<file path="src/rtl/sample_mac_accum.sv">
// ---------------------------------------------------------------------------
// sample_mac_accum
//
// Consumer of the ce-gated sample multiplier. Tracks issued multiplies through
// the multiplier latency with a {valid, last} delay line, accumulates one
// product stream per vector on top of a bias, then scales, saturates and holds
// the result in a single-entry valid/ready output register. The block owns
// the multiplier clock enable, so a stalled result freezes the whole multiply
// pipeline together with the delay line.
//
// Optional build macro: SAMPLE_MAC_RELU_EN
//   defined   : negative scaled results become 0 before saturation; only
//               positive saturation sets res_ovf.
//   undefined : plain signed scale + saturate.
//
// Ports:
//   clk          in   rising-edge clock
//   reset        in   asynchronous active-low reset
//   issue_valid  in   operand pair presented to the multiplier this cycle
//   issue_last   in   qualifies issue_valid, last element of the vector
//   issue_ready  out  upstream may issue (same as mul_ce)
//   mul_ce       out  multiplier clock enable
//   prod         in   signed multiplier output, PROD_WIDTH bits
//   bias         in   signed bias, ACC_WIDTH bits, used by the first product
//   res_data     out  signed scaled/saturated result, OUT_WIDTH bits
//   res_ovf      out  res_data was saturated
//   res_valid    out  result held for the consumer
//   res_ready    in   consumer accepts the result
//   busy         out  vector in flight or result held
// ---------------------------------------------------------------------------
module sample_mac_accum #(
    parameter int PROD_WIDTH  = 11,
    parameter int ACC_WIDTH   = 24,
    parameter int OUT_WIDTH   = 16,
    parameter int MUL_LATENCY = 2,   // must be 1 or more
    parameter int FRAC_SHIFT  = 4
) (
    input  logic                         clk,
    input  logic                         reset,
    input  logic                         issue_valid,
    input  logic                         issue_last,
    output logic                         issue_ready,
    output logic                         mul_ce,
    input  logic signed [PROD_WIDTH-1:0] prod,
    input  logic signed [ACC_WIDTH-1:0]  bias,
    output logic signed [OUT_WIDTH-1:0]  res_data,
    output logic                         res_ovf,
    output logic                         res_valid,
    input  logic                         res_ready,
    output logic                         busy
);

    typedef enum logic [0:0] {
        ST_IDLE = 1'b0,   // no partial sum held
        ST_ACC  = 1'b1    // partial sum in acc_q
    } state_t;

    // Saturation bounds expressed at accumulator width so the comparison is
    // done on the full shifted value.
    localparam logic signed [ACC_WIDTH-1:0] SAT_MAX =
        {{(ACC_WIDTH-OUT_WIDTH+1){1'b0}}, {(OUT_WIDTH-1){1'b1}}};
    localparam logic signed [ACC_WIDTH-1:0] SAT_MIN =
        {{(ACC_WIDTH-OUT_WIDTH+1){1'b1}}, {(OUT_WIDTH-1){1'b0}}};

    state_t                       state_q, state_d;
    logic [MUL_LATENCY-1:0]       dl_valid_q, dl_valid_d;
    logic [MUL_LATENCY-1:0]       dl_last_q,  dl_last_d;
    logic signed [ACC_WIDTH-1:0]  acc_q, acc_d;
    logic                         res_valid_q, res_valid_d;
    logic signed [OUT_WIDTH-1:0]  res_data_q, res_data_d;
    logic                         res_ovf_q, res_ovf_d;

    logic                         accept;
    logic                         accept_last;
    logic signed [ACC_WIDTH-1:0]  prod_ext;
    logic signed [ACC_WIDTH-1:0]  acc_base;
    logic signed [ACC_WIDTH-1:0]  acc_sum;
    logic signed [ACC_WIDTH-1:0]  scaled;
    logic signed [OUT_WIDTH-1:0]  sat_data;
    logic                         sat_ovf;

    // -----------------------------------------------------------------------
    // Pipeline enable: only a held, unaccepted result stalls the pipe.
    // -----------------------------------------------------------------------
    assign mul_ce      = !res_valid_q || res_ready;
    assign issue_ready = mul_ce;

    // -----------------------------------------------------------------------
    // {valid, last} delay line mirroring the multiplier registers. The tail
    // stage lines up with prod; both shift and freeze on the same enable.
    // -----------------------------------------------------------------------
    assign dl_valid_d[0] = issue_valid;
    assign dl_last_d[0]  = issue_valid & issue_last;

    generate
        for (genvar gi = 1; gi < MUL_LATENCY; gi++) begin : g_dline
            assign dl_valid_d[gi] = dl_valid_q[gi-1];
            assign dl_last_d[gi]  = dl_last_q[gi-1];
        end
    endgenerate

    always_ff @(posedge clk or negedge reset) begin
        if (!reset) begin
            dl_valid_q <= '0;
            dl_last_q  <= '0;
        end else if (mul_ce) begin
            dl_valid_q <= dl_valid_d;
            dl_last_q  <= dl_last_d;
        end
    end

    assign accept      = dl_valid_q[MUL_LATENCY-1] && mul_ce;
    assign accept_last = accept && dl_last_q[MUL_LATENCY-1];

    // -----------------------------------------------------------------------
    // Datapath: the first product of a vector starts from the bias, later
    // products add onto the partial sum. Wraps modulo 2^ACC_WIDTH.
    // -----------------------------------------------------------------------
    assign prod_ext = {{(ACC_WIDTH-PROD_WIDTH){prod[PROD_WIDTH-1]}}, prod};
    assign acc_base = (state_q == ST_ACC) ? acc_q : bias;
    assign acc_sum  = acc_base + prod_ext;

    always_comb begin
        scaled   = acc_sum >>> FRAC_SHIFT;
        sat_data = '0;
        sat_ovf  = 1'b0;
`ifdef SAMPLE_MAC_RELU_EN
        // Rectify before the clamp so the zero floor never counts as overflow.
        if (scaled < 0) begin
            scaled = '0;
        end
`endif
        if (scaled > SAT_MAX) begin
            sat_data = SAT_MAX[OUT_WIDTH-1:0];
            sat_ovf  = 1'b1;
        end else if (scaled < SAT_MIN) begin
            sat_data = SAT_MIN[OUT_WIDTH-1:0];
            sat_ovf  = 1'b1;
        end else begin
            sat_data = scaled[OUT_WIDTH-1:0];
        end
    end

    // -----------------------------------------------------------------------
    // Accumulation FSM, next-state and output register logic.
    // -----------------------------------------------------------------------
    always_comb begin
        state_d     = state_q;
        acc_d       = acc_q;
        res_valid_d = res_valid_q;
        res_data_d  = res_data_q;
        res_ovf_d   = res_ovf_q;

        if (accept) begin
            if (dl_last_q[MUL_LATENCY-1]) begin
                state_d = ST_IDLE;
                acc_d   = '0;
            end else begin
                state_d = ST_ACC;
                acc_d   = acc_sum;
            end
        end

        // A last accept can only occur while mul_ce is high, i.e. when the
        // output register is empty or being drained this very edge, so the
        // new result may overwrite without losing anything.
        if (accept_last) begin
            res_valid_d = 1'b1;
            res_data_d  = sat_data;
            res_ovf_d   = sat_ovf;
        end else if (res_valid_q && res_ready) begin
            res_valid_d = 1'b0;
        end
    end

    always_ff @(posedge clk or negedge reset) begin
        if (!reset) begin
            state_q     <= ST_IDLE;
            acc_q       <= '0;
            res_valid_q <= 1'b0;
            res_data_q  <= '0;
            res_ovf_q   <= 1'b0;
        end else begin
            state_q     <= state_d;
            acc_q       <= acc_d;
            res_valid_q <= res_valid_d;
            res_data_q  <= res_data_d;
            res_ovf_q   <= res_ovf_d;
        end
    end

    assign res_valid = res_valid_q;
    assign res_data  = res_data_q;
    assign res_ovf   = res_ovf_q;
    assign busy      = (state_q == ST_ACC) || (|dl_valid_q) || res_valid_q;

endmodule

</file>
<file path="config.mk">
export PLATFORM = sky130hd
export DESIGN_NAME = sample_mac_accum
export DESIGN_NICKNAME = d
export VERILOG_FILES = /design/src/rtl/sample_mac_accum.sv
export SDC_FILE = /design/constraint.sdc
export NUM_CORES = 1
export LEC_CHECK = 0
export BUFFER_PORTS_ARGS = -buffer_cell sky130_fd_sc_hd__buf_2
export CAP_MARGIN = 20
export CORE_MARGIN = 2
export CORE_UTILIZATION = 35
export CTS_BUF_LIST = sky130_fd_sc_hd__clkbuf_16
export DETAILED_ROUTE_END_ITERATION = 10
export GPL_TIMING_DRIVEN = 1
export PLACE_DENSITY = 0.66
export SETUP_SLACK_MARGIN = 0.5
export SYNTH_ARGS = -nofsm -noshare
export SYNTH_HDL_FRONTEND = slang
export SYNTH_SLANG_ARGS = --single-unit
</file>
<file path="constraint.sdc">
create_clock -name clk -period 4 [get_ports clk]
set_input_delay 0.6 -clock clk [delete_from_list [all_inputs] [get_ports clk]]
set_output_delay 0.6 -clock clk [all_outputs]
set_load 0.03 [all_outputs]
</file>
* After elaboration in Yosys (flattened, before gate mapping) *
Cells that the tools add are included.

operators by class
  $lt $le $gt $ge = 2
  mux-type cells = 9
  reductions and logical operators = 9
  add/subtract/negate cells = 1
  bitwise operators = 1

operator list
  cell                    number
  $mux W24                2
  $mux W16                2
  $add A24 B11 Y24        1
  $gt A20 B16 Y1 const B  1
  $lt A20 B16 Y1 const B  1
  $mux W1                 5
  $logic_and A1 B1 Y1     3
  $logic_or A1 B1 Y1      3
  $reduce_bool A2 Y1      1
  $reduce_or A2 Y1        1
  $and A1 B1 Y1           1
  $logic_not A1 Y1        1

word-level totals
  word-level logic and storage cells = 29
  input bits = 40
  register bits after elaboration = 47

* Depth between registers and ports, before layout *
Gate-level depths: netlist of the first run.

  depth after elaboration = 5
  depth in mapped cells = 14
  depth with buffers taken out = 11

* Worst setup path after synthesis of the first run *
OpenSTA, ideal clock, no wires.

  path kind = flip-flop to flip-flop
  from = reg state_q
  to = reg res_data_q[13], in the netlist res_data[13]
  stages on the path, launching flop included = 15
  buffers on the path = 4
  slack = 329 ps
  clock period less this slack = 3671 ps
  arrival = 3545 ps
  required time = 3874 ps
  path through = dfrtp_1 -> clkbuf_1 -> clkbuf_1 -> mux2_2 -> ha_1 -> buf_6 -> a21o_1 -> a21o_1 -> a2111oi_4 -> nand3_1 -> and4_1 -> nor2_1 -> a311oi_4 -> buf_6 -> a221o_1

on the way
  cells in the longest elaborated chain, start to end = 5
  elaborated cells between the ends (all ways) = 6

RTL lines
  element                 line  text
  from (decl)             65    state_t state_q, state_d;
  from (signal assigned)  184   state_q <= state_d;
  $mux W24 *              120   assign acc_base = (state_q == ST_ACC) ? acc_q : bias;
  $add A24 B11 Y24 *      121   assign acc_sum = acc_base + prod_ext;
  $lt A20 B16 Y1          136   end else if (scaled < SAT_MIN) begin
  $mux W16                136
  $mux W16 *              133   if (scaled > SAT_MAX) begin
  to (signal assigned)    187   res_data_q <= res_data_d;
  to (decl)               70    logic signed [OUT_WIDTH-1:0] res_data_q, res_data_d;

Every way passes the cells marked *; elsewhere a longest branch is shown, timed or not.
A chain may end at the register's enable or synchronous reset.

* Worst setup path after layout of the first run *
  from = reg state_q
  to = reg res_data_q[8], in the netlist res_data[8]

Same word-level chain as after synthesis.

==> results of run 1 <==
[per-layer routing]
| metal | up-vias | share of wire (%) | GRT usage [%] |
|---|---|---|---|
| met5 | - | 0 | 0 |
| met1 | 1557 | 45 | 24.0 |
| met2 | 80 | 49 | 30.3 |
| met3 | 12 | 4.3 | 2.74 |
| li1 | 1492 | - | - |
| met4 | 0 | 1.6 | 6.29 |
[how the worst max path moves through the flow]
| stage | start | end | slack [ns] | cells after the start |
|---|---|---|---|---|
| after global routing | state_q | res_data[10] | 0.44 | 15 |
| final | state_q | res_data[8] | 0.56 | 13 |
| after CTS | state_q | res_data[10] | 0.50 | 13 |
| after floorplan | state_q | res_data[13] | 0.59 | 14 |
| after detailed placement | bias[0] | res_data[10] | 0.003 | 12 |
| after global placement | bias[0] | res_data[9] | 0.18 | 12 |
[repair_timing]
item | CTS | global route
gates cloned | 2 | 0
resized for setup | 28 | 36
endpoints found under the hold margin | 0 | 0
buffers inserted | 7 | 11
hold buffers | 0 | 0
setup endpoints to repair | 15 | 15
pin swaps | 14 | 24
[report_power, final]
group	internal, mW	leakage [nW]	switching [mW]
registers	0.688	0.576	0.125
clock network	0.356	0.0952	0.187
logic	1.36	1.35	1.62
[layout by cell type (no fill, tap or decap), types with 4 or more instances in the layout]
master,instances
a221o_1,15
ha_1,9
nand3_1,7
a21o_1,4
mux2_2,22
ha_2,4
o31ai_1,5
mux2_4,4
nand2_1,19
dfrtp_1,46
buf_2,60
inv_1,8
o21a_1,7
ha_4,10
nor2_1,13
buf_4,21
a22o_1,18
a21oi_1,21
clkbuf_16,5
nand2b_1,6
o21ai_0,10
xnor2_1,13
nor3_1,4
[registers in the layout, summed over array words and instances (netlist names)]
signal and cells:
dl_last_q 2, state_q 1, dl_valid_q 2, res_valid 1, res_ovf 1, acc_q 24, res_data 16
[worst max-delay path, stage by stage, from the launching register on]
cell and delay, ns:
dfrtp_2 0.43, buf_6 0.19, mux2_2 0.35, ha_1 0.29, buf_4 0.18, and3_1 0.16, and2_1 0.17, a21boi_2 0.18
buf_4 0.15, o2111a_2 0.29, o32ai_4 0.31, buf_12 0.16, o22ai_4 0.11, a221o_1 0.34
[kinds of logic (layout without fill, tap and decap cells)]
family          count (synthesis)  in the layout  share of synthesized area (%)
xor+xnor                       17             17                           4.73
simple gates                   79             79                           11.5
flops                          47             47                           33.1
compound gates                123            124                           29.9
fa+ha+maj                      24             24                           8.67
mux                            27             27                           8.53
buf+inv                        26            106                           3.53
[stage by stage]
stage / total power, mW / hold slack (ns) / cells / worst slack, ns
final: 4.34 / 0.249 / 557 / 0.564
after global routing: 4.62 / 0.294 / 557 / 0.441
after CTS: 3.99 / 0.480 / 544 / 0.505
after detailed placement: 3.15 / 0.466 / 527 / 0.00304
after global placement: 3.11 / 0.456 / 527 / 0.185
after floorplan: 2.64 / 0.304 / 343 / 0.595
[final cells by class]
cell class / count / area [um2] / area share, %
repair buffers: 90 / 609 / 12.8
multi-input cells: 271 / 2590 / 54.4
clock buffers: 5 / 125 / 2.63
well taps: 133 / 166 / 3.49
inverters: 8 / 30.0 / 0.630
clock inverters: 3 / 63.8 / 1.34
flip-flops and latches: 47 / 1180 / 24.7
==> metrics, run 1 <==
status completed; Total Die Area 11000 um2; initial DRC count 186; Starting Density 36.1%; number of CTS-inserted buffers 5; area grow syn2layout 34.2%; maximum root-to-sink buffer count 2; Vias/cell 5.64; synthesized cell area 3550 um2; DR pass1 iterations 4; Synth Instances 343; Leakage 2.03 nW; ys async rst share 100%; largest area contributor in the netlist dfrtp_1; antenna-violating nets left 0; post-synth top area share 33.1%; CTS H-tree lvls 2; Worst IR Drop VDD 0.312 mV; worst endpoint required time 4.17 ns; Critical R2R Capture res_data[8]; Max-slew headroom 62.2%; setup tns final 0 ns; most common cell in the synthesized netlist dfrtp_1; endpoint type of the worst setup path register; global-route wire length before repair 16.4 mm; fin crit share 85.9%; ANT cells 0; number of global-route vias before repair 3210; synth top area cells dfrtp_1 33%, mux2_2 8.3%, ha_1 8.1%, a22o_1 4.4%, a221o_1 4.2%; # IOs 61; Worst EP arrival 3.61 ns; GPL Wtd Cong 0.830; post-route minimum period 3.44 ns; CTS tree yes; Routed Wire Length 10.1 mm; Final Setup Violations 0; PortBufs 60; Num Clock Sinks 47; antenna violations before repair 0; R2R setup slack 0.56 ns; Die H 105 um; Main synth FF type dfrtp_1; hold crit path type in -> async; Worst-Margin Slew 0.563 ns; PwrDens 910 nW/um2; worst-skew pair later-pin latency 0.29 ns; post-DP HPWL 6.72 mm; grt total ovfl 0; CTS root buf clkbuf_16; Post-synth top cells 47 x dfrtp_1, 26 x mux2_2, 24 x a21oi_1, 23 x ha_1, 22 x nand2_1; Fillers 893; Core Area 9820 um2; Seq/Total Area, Yosys 33.1%; Max Fclk 0.291 GHz; Tot GR Track Use 18.2%; RSZ-0062 raised after global routing true; Final Hold Viols 0; largest net degree at the start of global routing 48; Vias 3141; Post-synth EDFFs 0; Nets 487; share of layout cells above drive strength 1 43.9%; Die X 105 um; DRC 0; CP Launch Type register; Core Util, Final 48.5%; Syn Nets 407; Critical R2R Launch state_q; dpl cell area 3990 um2; Synth Area per Inst 10.3 um2; Synth Warn # 0; crit path kind reg -> reg; WL/cell 18.2 um; Max-Cap Viols 0; synthesized flop and latch total 47; clock transition at the registers of the reported paths 0.07 ns; Slew Limit Fails 0; length in cells of the worst reg-to-reg path 13; Non-Filler Cell Area, Final 4760 um2; row cnt 36; clk_skew 0.00657 ns; Critical Path Fanout Max 11; post-synthesis cell type count 71
No activity file was read; power rests on OpenSTA's default activity.
==> inputs of run 2 (changes only) <==
Settings changed: CORE_MARGIN 2 to 5.
==> metrics, run 2 (same netlist as run 1, synthesis figures left out) <==
Starting Density 36.1% (unchanged); PortBufs 60 (unchanged); Final Setup Violations 0 (unchanged); antenna-violating nets left 0 (unchanged); CP Cell Sequence buf_6 -> buf_12 -> mux2_4 -> ha_4 -> a21oi_2 -> o21ai_2 -> or3_4 -> a2111oi_4 -> o22ai_4 -> xor2_4 -> buf_6 -> a311oi_4 -> buf_2 -> a221o_1 (was buf_6 -> mux2_2 -> ha_1 -> buf_4 -> and3_1 -> and2_1 -> a21boi_2 -> buf_4 -> o2111a_2 -> o32ai_4 -> buf_12 -> o22ai_4 -> a221o_1); Tot GR Track Use 16.2% (was 18.2%); Leakage 2.07 nW (was 2.03 nW); WP buf/inv 4 (unchanged); Max-slew headroom 45.7% (was 62.2%); share of layout cells above drive strength 1 46.3% (was 43.9%); number of global-route vias before repair 3192 (was 3210); most common cell after layout, fill and taps aside buf_2 (unchanged); Nets 500 (was 487); CTS H-tree lvls 2 (unchanged); Final Hold Viols 0 (unchanged); endpoint type of the worst setup path register (unchanged); DRC 0 (unchanged); slowest CP cell dfrtp_2 (unchanged); clk_skew 0.00625 ns (was 0.00657 ns); Num Clock Sinks 47 (unchanged); met2 usage 27.7% (was 30.3%); Vias 3166 (was 3141); largest net degree at the start of global routing 48 (unchanged); Die H 111 um (was 105 um); global-route wire length before repair 16.6 mm (was 16.4 mm); post-route minimum period 3.46 ns (was 3.44 ns); Critical Path Fanout Max 6 (was 11); worst-skew pair later-pin latency 0.28 ns (was 0.29 ns); GPL Wtd Cong 0.867 (was 0.830); CP most frequent cell buf_6 (was buf_4); fin crit share 86.6% (was 85.9%); Slew Limit Fails 0 (unchanged); antenna violations before repair 0 (unchanged); post-DP HPWL 7.06 mm (was 6.72 mm); final hold slack 0.301 ns (was 0.249 ns); max reg flops 24 (unchanged); CP Launch Type register (unchanged); GR Util met3 2.78% (was 2.74%); Core Area 9820 um2 (unchanged); grt total ovfl 0 (unchanged); commonest cells after routing, fill and taps aside 61 x buf_2, 46 x dfrtp_1, 27 x buf_4 (was 60 x buf_2, 46 x dfrtp_1, 22 x mux2_2); WL/cell 18.7 um (was 18.2 um); area grow syn2layout 37.9% (was 34.2%); Total Die Area 12300 um2 (was 11000 um2); # IOs 61 (unchanged); met1 global-route usage 21.6% (was 24.0%); PwrDens 893 nW/um2 (was 910 nW/um2); Routed Wire Length 10.6 mm (was 10.1 mm); final non-filler cell total 569 (was 557); Vias/cell 5.56 (was 5.64); final setup margin 0.537 ns (was 0.564 ns); post-place setup slack 0.158 ns (was 0.00304 ns); row cnt 36 (unchanged); global route hottest layer met2 (unchanged); Max Fclk 0.289 GHz (was 0.291 GHz); family with the most delay on the worst path compound AO/OA/AOI/OAI gates (unchanged); CTS root buf clkbuf_16 (unchanged); setup tns final 0 ns (unchanged); initial DRC count 217 (was 186); Worst EP arrival 3.68 ns (was 3.61 ns); slowest stage delay, CP 0.43 ns (about the same); Max-Cap Viols 0 (unchanged); RSZ-0062 raised after global routing true (unchanged); ANT cells 0 (unchanged); maximum root-to-sink buffer count 2 (unchanged); hold crit path type in -> async (unchanged); most flop-heavy register acc_q (unchanged); Worst IR Drop VDD 0.328 mV (was 0.312 mV); # hold bufs at CTS 0 (unchanged); number of CTS-inserted buffers 5 (unchanged); status completed (unchanged); Non-Filler Cell Area, Final 4890 um2 (was 4760 um2); Worst-Margin Slew 0.812 ns (was 0.563 ns); DR pass1 iterations 4 (unchanged); clock transition at the registers of the reported paths 0.07 ns (about the same); Die X 111 um (was 105 um); placed cells 528 (was 527); crit path kind reg -> reg (unchanged); worst endpoint required time 4.22 ns (was 4.17 ns); CTS tree yes (unchanged); dpl cell area 4000 um2 (was 3990 um2)
[run 2: metrics by stage]
step | power, mW | utilization (%)
after floorplan | 2.64 | -
after global placement | 3.13 | 40.7
after detailed placement | 3.17 | 40.7
after CTS | 3.94 | 45.2
after global routing | 4.64 | 49.8
final | 4.37 | 49.8
[run 2: repair_timing]
item | 4_1_cts | 5_1_grt
setup endpoints to repair | 16 | 16
hold endpoints to repair | 0 | 0
buffers inserted | 12 | 17
pin swaps | 10 | 27
cloned | 1 | 2
gates resized for setup | 29 | 54
[run 2: layer usage]
layer,routed length [um],vias to the layer above
met4,122,0
met2,5270,96
met3,502,12
li1,-,1513
met5,0,-
met1,4740,1545
[run 2: path summary, 6_finish.rpt]
check / start / endpoint / slack, ns / depth (start not counted)
max: state_q / res_data[10] / 0.54 / 14
min: reset / res_data[0] / 0.30 / 1
max reg2reg: state_q / res_data[10] / 0.54 / 14
min reg2reg: acc_q[21] / acc_q[21] / 0.48 / 2
max in group asynchronous: reset / acc_q[17] / 3.16 / 2
min in group clk: acc_q[21] / acc_q[21] / 0.48 / 2
[run 2: power by group]
group / internal (mW) / leakage (nW) / switching [mW]
Sequential: 0.688 / 0.576 / 0.133
Combinational: 1.47 / 1.43 / 1.66
Clock: 0.229 / 0.0696 / 0.189
Total: 2.39 / 2.07 / 1.98
[run 2: layout make-up]
type,count,area [um2]
fill,894,4920
clock buffer,5,125
timing repair buffer,103,724
tap,133,166
multi-input combinational,271,2650
clock inverter,2,13.8
inverter,8,35.0
sequential,47,1180
